File: src/rtl/ibex_pkg.sv
// Shared LSU types and small helpers for request decode (misalign, byte enables, store data).
package ibex_pkg;

  typedef enum logic [1:0] {
    LSU_WORD = 2'b00,
    LSU_HALF = 2'b01,
    LSU_BYTE = 2'b10
  } lsu_data_type_e;

  typedef enum logic [1:0] {
    StIdle,
    StWaitGnt,
    StWaitRvalid,
    StMisalignErr
  } lsu_resp_state_e;

  function automatic logic lsu_misaligned(lsu_data_type_e t, logic [1:0] off);
    case (t)
      LSU_HALF: return off[0];
      LSU_BYTE: return 1'b0;
      default:  return off != 2'b00;
    endcase
  endfunction

  function automatic logic [3:0] lsu_be(lsu_data_type_e t, logic [1:0] off);
    case (t)
      LSU_HALF: return 4'b0011 << off;
      LSU_BYTE: return 4'b0001 << off;
      default:  return 4'b1111;
    endcase
  endfunction

  function automatic logic [31:0] lsu_wdata_rep(lsu_data_type_e t, logic [31:0] wdata);
    case (t)
      LSU_HALF: return {2{wdata[15:0]}};
      LSU_BYTE: return {4{wdata[7:0]}};
      default:  return wdata;
    endcase
  endfunction

endpackage

File: src/rtl/ibex_lsu_rdata_align.sv
// Shifts returned bus data down to the accessed byte lane, truncates and extends it.
module ibex_lsu_rdata_align
  import ibex_pkg::*;
(
  input  logic [31:0]    rdata_i,
  input  logic [1:0]     off_i,
  input  lsu_data_type_e type_i,
  input  logic           sign_i,
  output logic [31:0]    rdata_o
);

  logic [31:0] shifted;

  always_comb begin
    shifted = rdata_i >> {off_i, 3'b000};
    case (type_i)
      LSU_BYTE: rdata_o = {{24{sign_i & shifted[7]}}, shifted[7:0]};
      LSU_HALF: rdata_o = {{16{sign_i & shifted[15]}}, shifted[15:0]};
      default:  rdata_o = shifted;
    endcase
  end

endmodule

File: src/rtl/ibex_lsu_resp_unit.sv
// Single-outstanding LSU: issues one access on the req/gnt/rvalid bus and builds the
// writeback response. Misaligned accesses are answered with an error and never issued.
module ibex_lsu_resp_unit
  import ibex_pkg::*;
#(
  parameter bit RegisterResp = 1'b0
) (
  input  logic           clk_i,
  input  logic           rst_ni,
  input  logic           lsu_req_i,
  input  logic           lsu_we_i,
  input  lsu_data_type_e lsu_type_i,
  input  logic           lsu_sign_ext_i,
  input  logic [31:0]    lsu_addr_i,
  input  logic [31:0]    lsu_wdata_i,
  output logic           lsu_ready_o,
  output logic           lsu_req_done_o,
  output logic           lsu_busy_o,
  output logic           data_req_o,
  input  logic           data_gnt_i,
  output logic [31:0]    data_addr_o,
  output logic           data_we_o,
  output logic [3:0]     data_be_o,
  output logic [31:0]    data_wdata_o,
  input  logic           data_rvalid_i,
  input  logic           data_err_i,
  input  logic [31:0]    data_rdata_i,
  output logic           lsu_resp_valid_o,
  output logic           lsu_resp_err_o,
  output logic           rf_we_lsu_o,
  output logic [31:0]    rf_wdata_lsu_o
);

  lsu_resp_state_e state_q, state_d;
  logic [1:0]      off_q;
  lsu_data_type_e  type_q;
  logic            sign_q, we_q;
  logic [3:0]      be_q;
  logic [31:0]     wdata_q, addr_q;

  logic        rvalid_ok, ready, accept, misaligned, new_bus, bus_req, req_done;
  logic [31:0] bus_addr, bus_wdata, aligned;
  logic [3:0]  bus_be;
  logic        bus_we;
  logic        resp_valid_c, resp_err_c, rf_we_c;
  logic [31:0] rf_wdata_c;
  logic        resp_valid, resp_err, rf_we;
  logic [31:0] rf_wdata;

  always_comb begin
    rvalid_ok  = (state_q == StWaitRvalid) & data_rvalid_i;
    ready      = (state_q == StIdle) | rvalid_ok;
    accept     = ready & lsu_req_i;
    misaligned = lsu_misaligned(lsu_type_i, lsu_addr_i[1:0]);
    new_bus    = accept & ~misaligned;
    bus_req    = new_bus | (state_q == StWaitGnt);
    req_done   = (accept & misaligned) | (bus_req & data_gnt_i);

    // Fresh requests drive the bus straight from the inputs; a stalled one replays the capture.
    bus_addr  = '0;
    bus_we    = 1'b0;
    bus_be    = '0;
    bus_wdata = '0;
    if (new_bus) begin
      bus_addr  = {lsu_addr_i[31:2], 2'b00};
      bus_we    = lsu_we_i;
      bus_be    = lsu_be(lsu_type_i, lsu_addr_i[1:0]);
      bus_wdata = lsu_wdata_rep(lsu_type_i, lsu_wdata_i);
    end else if (state_q == StWaitGnt) begin
      bus_addr  = addr_q;
      bus_we    = we_q;
      bus_be    = be_q;
      bus_wdata = wdata_q;
    end

    state_d = state_q;
    unique case (state_q)
      StIdle, StWaitRvalid: begin
        if (state_q == StWaitRvalid && !data_rvalid_i) begin
          state_d = StWaitRvalid;
        end else if (accept) begin
          state_d = misaligned ? StMisalignErr : (data_gnt_i ? StWaitRvalid : StWaitGnt);
        end else begin
          state_d = StIdle;
        end
      end
      StWaitGnt:     state_d = data_gnt_i ? StWaitRvalid : StWaitGnt;
      StMisalignErr: state_d = StIdle;
      default:       state_d = StIdle;
    endcase
  end

  always_ff @(posedge clk_i) begin
    if (!rst_ni) begin
      state_q <= StIdle;
      off_q   <= '0;
      type_q  <= LSU_WORD;
      sign_q  <= 1'b0;
      we_q    <= 1'b0;
      be_q    <= '0;
      wdata_q <= '0;
      addr_q  <= '0;
    end else begin
      state_q <= state_d;
      if (new_bus) begin
        off_q   <= lsu_addr_i[1:0];
        type_q  <= lsu_type_i;
        sign_q  <= lsu_sign_ext_i;
        we_q    <= lsu_we_i;
        be_q    <= bus_be;
        wdata_q <= bus_wdata;
        addr_q  <= bus_addr;
      end
    end
  end

  ibex_lsu_rdata_align u_rdata_align (
    .rdata_i (data_rdata_i),
    .off_i   (off_q),
    .type_i  (type_q),
    .sign_i  (sign_q),
    .rdata_o (aligned)
  );

  always_comb begin
    resp_valid_c = rvalid_ok | (state_q == StMisalignErr);
    resp_err_c   = (rvalid_ok & data_err_i) | (state_q == StMisalignErr);
    rf_we_c      = rvalid_ok & ~we_q & ~data_err_i;
    rf_wdata_c   = rf_we_c ? aligned : '0;
  end

  if (RegisterResp) begin : g_resp_reg
    logic        valid_q, err_q, rf_we_q;
    logic [31:0] rf_wdata_q;
    always_ff @(posedge clk_i) begin
      if (!rst_ni) begin
        valid_q    <= 1'b0;
        err_q      <= 1'b0;
        rf_we_q    <= 1'b0;
        rf_wdata_q <= '0;
      end else begin
        valid_q    <= resp_valid_c;
        err_q      <= resp_err_c;
        rf_we_q    <= rf_we_c;
        rf_wdata_q <= rf_wdata_c;
      end
    end
    assign resp_valid = valid_q;
    assign resp_err   = err_q;
    assign rf_we      = rf_we_q;
    assign rf_wdata   = rf_wdata_q;
  end else begin : g_resp_comb
    assign resp_valid = resp_valid_c;
    assign resp_err   = resp_err_c;
    assign rf_we      = rf_we_c;
    assign rf_wdata   = rf_wdata_c;
  end

  // Outputs are forced quiet for as long as reset is held.
  assign lsu_ready_o      = rst_ni & ready;
  assign lsu_req_done_o   = rst_ni & req_done;
  assign lsu_busy_o       = rst_ni & (state_q != StIdle);
  assign data_req_o       = rst_ni & bus_req;
  assign data_addr_o      = rst_ni ? bus_addr : '0;
  assign data_we_o        = rst_ni & bus_we;
  assign data_be_o        = rst_ni ? bus_be : '0;
  assign data_wdata_o     = rst_ni ? bus_wdata : '0;
  assign lsu_resp_valid_o = rst_ni & resp_valid;
  assign lsu_resp_err_o   = rst_ni & resp_err;
  assign rf_we_lsu_o      = rst_ni & rf_we;
  assign rf_wdata_lsu_o   = rst_ni ? rf_wdata : '0;

  a_rvalid_expected : assert property (@(posedge clk_i) disable iff (!rst_ni)
    data_rvalid_i |-> state_q == StWaitRvalid);

  a_bus_stable : assert property (@(posedge clk_i) disable iff (!rst_ni)
    (data_req_o && !data_gnt_i) |=> ($stable(data_addr_o) && $stable(data_be_o) &&
                                     $stable(data_we_o) && $stable(data_wdata_o)));

endmodule

File: config.mk
export PLATFORM = sky130hd
export DESIGN_NAME = ibex_lsu_resp_unit
export DESIGN_NICKNAME = d
export VERILOG_FILES = /design/src/rtl/ibex_pkg.sv /design/src/rtl/ibex_lsu_rdata_align.sv /design/src/rtl/ibex_lsu_resp_unit.sv
export SDC_FILE = /design/constraint.sdc
export NUM_CORES = 1
export LEC_CHECK = 0
export ABC_AREA = 1
export CORE_MARGIN = 2
export CORE_UTILIZATION = 48
export CTS_CLUSTER_DIAMETER = 100
export DETAILED_ROUTE_END_ITERATION = 8
export PLACE_DENSITY = 0.95
export SYNTH_ARGS = -nofsm -noshare
export SYNTH_HDL_FRONTEND = slang
export SYNTH_HIERARCHICAL = 1
export SYNTH_SLANG_ARGS = --single-unit
File: constraint.sdc
create_clock -name clk_i -period 3.3 [get_ports clk_i]
set_input_delay 0.66 -clock clk_i [delete_from_list [all_inputs] [get_ports clk_i]]
set_output_delay 0.66 -clock clk_i [all_outputs]
set_load 0.01 [all_outputs]
# ---- Yosys cells after proc, flatten, opt, wreduce, memory -nomap -nowiden
# Cells that the tools add are included.
dict set report word_totals {
  mem_bits_ro 0
  in_bits 106
  ramBits 0
  latchBits 0
  register_bits 76
  memories 0
  out_inout_bits 108
  elab_cells 72
}
dict set report classes {
  multipliers 0
  n_addsub 0
  div 0
  n_mux 22
  magnitude_cmp 0
  n_bitwise 26
  n_reduce_logical 6
  shifts 3
  eq_ne 7
}
# operator count
set op_table {}
lappend op_table {{$mux W32} 8}
lappend op_table {{$pmux W32 S2} 2}
lappend op_table {{$shr A32 B5 Y32} 1}
lappend op_table {{$and A1 B1 Y1} 18}
lappend op_table {{$mux W4} 3}
lappend op_table {{$eq A2 B2 Y1 const B} 4}
lappend op_table {{$mux W2} 4}
lappend op_table {{$pmux W4 S2} 1}
lappend op_table {{$eq A2 B1 Y1 const B} 3}
lappend op_table {{$pmux W2 S3} 1}
lappend op_table {{$or A1 B1 Y1} 5}
lappend op_table {{$reduce_bool A2 Y1} 2}
lappend op_table {{$shl A1 B2 Y4 const A} 1}
lappend op_table {{$shl A2 B2 Y4 const A} 1}
lappend op_table {{$not A1 Y1} 3}
lappend op_table {{$logic_not A2 Y1} 1}
lappend op_table {{$mux W1} 2}
lappend op_table {{$pmux W1 S2} 1}
lappend op_table {{$reduce_or A2 Y1} 1}
lappend op_table {{$logic_and A1 B1 Y1} 1}
lappend op_table {{$logic_not A1 Y1} 1}

# ---- Logic depth before layout (Yosys ltp)
dict set report depth {
  ltp_word 9
  ltp_mapped 10
  depth_no_buf 9
}

# ---- By module
# The synthesis kept the hierarchy.
# mod seq_area_each_um2 n_inst cells_per_inst area_each_um2
set modules_own_cells {}
lappend modules_own_cells {ibex_lsu_resp_unit 1521.5 1 678 4385.5}
lappend modules_own_cells {ibex_lsu_rdata_align 0.0 1 175 909.6}

# ---- Least setup slack after synthesis
# OpenSTA, ideal clock, no wires.
dict set report synth_timing {
  kind {input to output}
  start {in lsu_type_i[0]}
  end {out data_wdata_o[10]}
  n_path_buf 3
  path_slack_ns 0.710
  arrival_time_ns 1.930
  required_time_ns 2.640
  path_stages 10
  path_cell_list {inv_1 -> ha_1 -> buf_4 -> clkinv_4 -> nand2_1 -> nand2_4 -> buf_6 -> buf_6 -> nand3_1 -> a21oi_1}
}
dict set report synth_via {
  elab_chain_cells 6
  word_cells_on_any_way 8
  classes_between {eq/ne: 2; mux: 4; bitwise: 2}
}
# element line_no
set synth_lines {}
lappend synth_lines {{start, declared} ibex_lsu_resp_unit.sv:12} ;# input lsu_data_type_e lsu_type_i,
lappend synth_lines {{$eq A2 B2 Y1 / $eq A2 B1 Y1 (equally long branches)} {ibex_pkg.sv:18, ibex_pkg.sv:34}}
lappend synth_lines {{$pmux W1 S2} ibex_pkg.sv:18} ;# case (t)
lappend synth_lines {{$not A1 Y1} ibex_lsu_resp_unit.sv:55} ;# new_bus = accept & ~misaligned;
lappend synth_lines {{$and A1 B1 Y1} ibex_lsu_resp_unit.sv:55}
lappend synth_lines {{$mux W32 (*)} ibex_lsu_resp_unit.sv:64} ;# if (new_bus) begin
lappend synth_lines {{$mux W32 (*)} ibex_lsu_resp_unit.sv:167} ;# assign data_wdata_o = rst_ni ? bus_wdata : '0;
lappend synth_lines {{end, declared} ibex_lsu_resp_unit.sv:24} ;# output logic [31:0] data_wdata_o,
# Every way passes the cells marked *; elsewhere a longest branch is shown, timed or not.

# ---- Final worst setup path
dict set report layout_timing {
  start {in lsu_type_i[0]}
  end {out lsu_req_done_o}
}
dict set report layout_via {
  elab_chain_cells 8
  word_cells_on_any_way 10
  classes_between {eq/ne: 2; mux: 1; bitwise: 7}
}
# element line_no
set layout_lines {}
lappend layout_lines {{$eq A2 B2 Y1 / $eq A2 B1 Y1 (equally long branches)} ibex_pkg.sv:18}
lappend layout_lines {{$pmux W1 S2 (*)} ibex_pkg.sv:18}
lappend layout_lines {{$not A1 Y1} ibex_lsu_resp_unit.sv:55}
lappend layout_lines {{$and A1 B1 Y1} ibex_lsu_resp_unit.sv:55}
lappend layout_lines {{$or A1 B1 Y1} ibex_lsu_resp_unit.sv:56} ;# bus_req = new_bus | (state_q == StWaitGnt);
lappend layout_lines {{$and A1 B1 Y1} ibex_lsu_resp_unit.sv:57} ;# req_done = (accept & misaligned) | (bus_req & data_gnt_i);
lappend layout_lines {{$or A1 B1 Y1 (*)} ibex_lsu_resp_unit.sv:57}
lappend layout_lines {{$and A1 B1 Y1 (*)} ibex_lsu_resp_unit.sv:161} ;# assign lsu_req_done_o = rst_ni & req_done;
lappend layout_lines {{end, declared} ibex_lsu_resp_unit.sv:17} ;# output logic lsu_req_done_o,
# Marked as above.

==> run_results.csv <==
group,metric,value,unit
status,status,"finished clean",
power_and_ir_drop,peakVddDrop,0.3056,mV
finish,layout_common_cells,"nand2_1, a21oi_1, clkdlybuf4s50_1, nand3_1, dfxtp_1",
worst_setup_path,end_kind,"primary output",
sta,fmax,303.8,MHz
synthesis,synth-edff-count,0,
floorplan,io_pins,214,
worst_setup_path,cp_slowest_cell,"clkdlybuf4s50_1",
clock_network,path_clk_slew,0.09,ns
power_and_ir_drop,fin_total_pwr,2.771,mW
worst_setup_path,worstPathMaxFanout,4,
worst_setup_path,critical-path-max-stage-delay,0.49,ns
detailed_routing,num_vias,6941,
placement,placed_cell_area,7764,sq um
finish,drive_above_1_share,0.1517,
detailed_routing,wl_per_cell,15.80,microns
clock_network,ctsHtreeMaxLevel,3,
sta,fin_ws,0.008531,ns
worst_setup_path,cp-start-kind,"input port",
grt,grt_pass1_vias,6365,
finish,fin_area,8127,sq um
worst_setup_path,endpoint,"lsu_req_done_o",
sta,fin_crit_sh,0.9974,
placement,port_buffers,213,
placement,hpwl,13.15,mm
detailed_routing,wl,19.50,mm
worst_setup_path,r2r-start,"state_q[1]",
clock_network,numCtsBuffers,9,
worst_setup_path,critical-path-top-delay-family,"buffers and inverters",
sta,tightest_slew,0.7469,ns
synthesis,syn_area_per_cell,6.208,sq um
floorplan,start_util,0.4906,
grt,met1_usage,0.3540,
placement,gp_congestion,0.9309,
synthesis,yosysUniqueCellTypes,32,
sta,drv_slew,0,
synthesis,syn-num-nets,963,
worst_setup_path,cp_cell_sequence,"clkdlybuf4s50_1 > inv_1 > ha_4 > clkinv_4 > buf_4 > o21ai_4 > buf_4 > o21ai_0 > a21oi_1 > clkdlybuf4s15_2",
finish,area_growth,53.47,%
synthesis,ys_seq_area_frac,0.2873,
synthesis,synthFlopType,"dfxtp_1",
clock_network,clock-sinks,76,
worst_setup_path,required,2.64,ns
grt,antenna_found_initial,0,
synthesis,synth_top_cell_by_area,"dfxtp_1",
synthesis,synthesis.area,5295,sq um
grt,grt_max_degree,73,
detailed_routing,viasPerCell,5.625,
sta,skew,0.01210,ns
worst_setup_path,reg2regPathDepth,6,
sta,rsz0062_at_grt,"true",
synthesis,synthArstFlopShare,0,
synthesis,yosys-top-cells-area,"dfxtp_1, nand2_1, a21oi_1",
floorplan,dieHeight,109.0,microns
worst_setup_path,cp_common_cell,"buf_4",
detailed_routing,firstDrtPassIters,7,
finish,seq_area,1521,sq um
job,drv_cap,0,
worst_hold_path,hp-class,"reg -> reg",
worst_setup_path,worstSetupStartpoint,"lsu_type_i[0]",
sta,fin_crit,3.291,ns
detailed_routing,drtIter0Drc,843,
worst_setup_path,crit_arrival,2.63,ns
grt,grt_pass1_wl,29.92,mm
power_and_ir_drop,power_density,341.0,nW/um^2
worst_setup_path,crit_type,"in -> out",
finish,final_common_cell,"nand2_1",
detailed_routing,remaining_drc_errors,0,
sta,finalSetupViolCount,0,
worst_setup_path,rrSetupSlack,1.38,ns
synthesis,synth.ff_latch_count,76,
finish,multiInputGateArea,3219,sq um
clock_network,cts.path.max_buffers,2,
grt,track_usage,0.3174,
clock_network,tritoncts,"built",
finish,n_antenna_cell,0,
placement,pre_cts_ws,-0.3397,ns
worst_setup_path,path_buf_inv,6,
grt,met2_usage,0.5248,
floorplan,die_w,109.0,microns
detailed_routing,ant_nets,0,
power_and_ir_drop,p_leak,3.945,nW
floorplan,rows,38,
synthesis,yosys.area.top_type_share,0.2873,
finish,final_nets,1199,
grt,overflow,0,
floorplan,core_area,10790,sq um
worst_setup_path,cp_num_cells,10,
grt,grt_util_met3,0.1040,
synthesis,postSynthCellCount,853,
clock_network,cts_root_buf,"clkbuf_8",
worst_setup_path,worstReg2RegEnd,"wdata_q[16]",
clock_network,insertion_delay,0.37,ns
sta,hold_violations,0,
synthesis,ys_warn_count,6,
grt,busiest_layer,"met2",
sta,slew_headroom,0.5020,
floorplan,die-area,11890,sq um
finish,n_fill_cell,762,
-- timing repair --
| action | CTS | global route |
|---|---|---|
| buffers inserted | 5 | 4 |
| pin swaps | 5 | 6 |
| hold buffers | 0 | 0 |
| cloned | 2 | 2 |
| endpoints found under the setup margin | 73 | 57 |
| gates resized for setup | 89 | 58 |
| hold endpoints to repair | 0 | 0 |
-- flip-flops by register name (all words and copies together), names as in the netlist --
signal	cells
addr_q	32
be_q	4
off_q	2
sign_q	1
state_q	2
type_q	2
wdata_q	32
we_q	1
-- worst min path at each step --
| stage | depth (start not counted) | slack (ns) | startpoint | end |
|---|---|---|---|---|
| 2_1_floorplan | 2 | 0.42 | addr_q[0] | addr_q[0] |
| 3_3_place_gp | 2 | 0.44 | addr_q[1] | addr_q[1] |
| 3_5_place_dp | 2 | 0.44 | addr_q[0] | addr_q[0] |
| 4_1_cts | 2 | 0.45 | addr_q[0] | addr_q[0] |
| 5_1_grt | 2 | 0.48 | wdata_q[30] | wdata_q[30] |
| 6_report | 2 | 0.45 | addr_q[0] | addr_q[0] |
-- per-layer routing --
layer | routed length, microns | part of all wire
met5 | 0 | 0
met4 | 962 | 0.049
met3 | 2276 | 0.12
met2 | 9224 | 0.47
met1 | 7034 | 0.36
-- worst min-delay path, stage by stage, from the launching register on --
cell and delay, ns:
dfxtp_1 0.31, inv_1 0.06, nor3_1 0.05
-- kinds of logic after synthesis --
group	Yosys count	share of synthesized area
and+or+nand+nor	477	0.4102
DFF	76	0.2873
buffers and inverters	126	0.1274
adders and majority gates	4	0.009452
AOI/OAI and AO/OA	170	0.1656
-- report_power, final --
group	internal [mW]	switching, mW
clock	0.373	0.369
sequential	0.975	0.0419
combinational	0.447	0.564
-- cell usage after synthesis (2+ instances only) --
| master | instances |
|---|---|
| inv_2 | 5 |
| ha_1 | 4 |
| nand3_1 | 119 |
| o21ai_2 | 2 |
| nand3_2 | 23 |
| nor2_4 | 4 |
| inv_1 | 53 |
| clkbuf_1 | 17 |
| buf_6 | 16 |
| o21ai_0 | 8 |
| nor2_1 | 56 |
| nand3_4 | 2 |
| a21oi_1 | 154 |
| buf_2 | 14 |
| nor3_1 | 5 |
| o21ai_1 | 2 |
| dfxtp_1 | 76 |
| buf_4 | 12 |
| nand2_1 | 260 |
| nand2_2 | 4 |
| buf_1 | 6 |
-- stage by stage --
stage	util	hold slack [ns]	setup TNS [ns]	std cells
5_1_grt	0.7530	0.4798	-0.1916	1234
6_report	0.7530	0.4504	0	1234
2_1_floorplan	-	0.4238	0	853
4_1_cts	0.7428	0.4523	-0.2113	1228
3_5_place_dp	0.7193	0.4399	-17.82	1205
3_3_place_gp	0.7193	0.4360	-14.45	1205
-- final cells by class --
type | instances | area share
multi-input cells | 654 | 0.3962
well taps | 140 | 0.02156
repair buffers | 288 | 0.3413
inverters | 60 | 0.02895
clock buffers | 11 | 0.01740
clock inverters | 5 | 0.007390
flip-flops and latches | 76 | 0.1872
No activity file was read; power rests on OpenSTA's default activity.
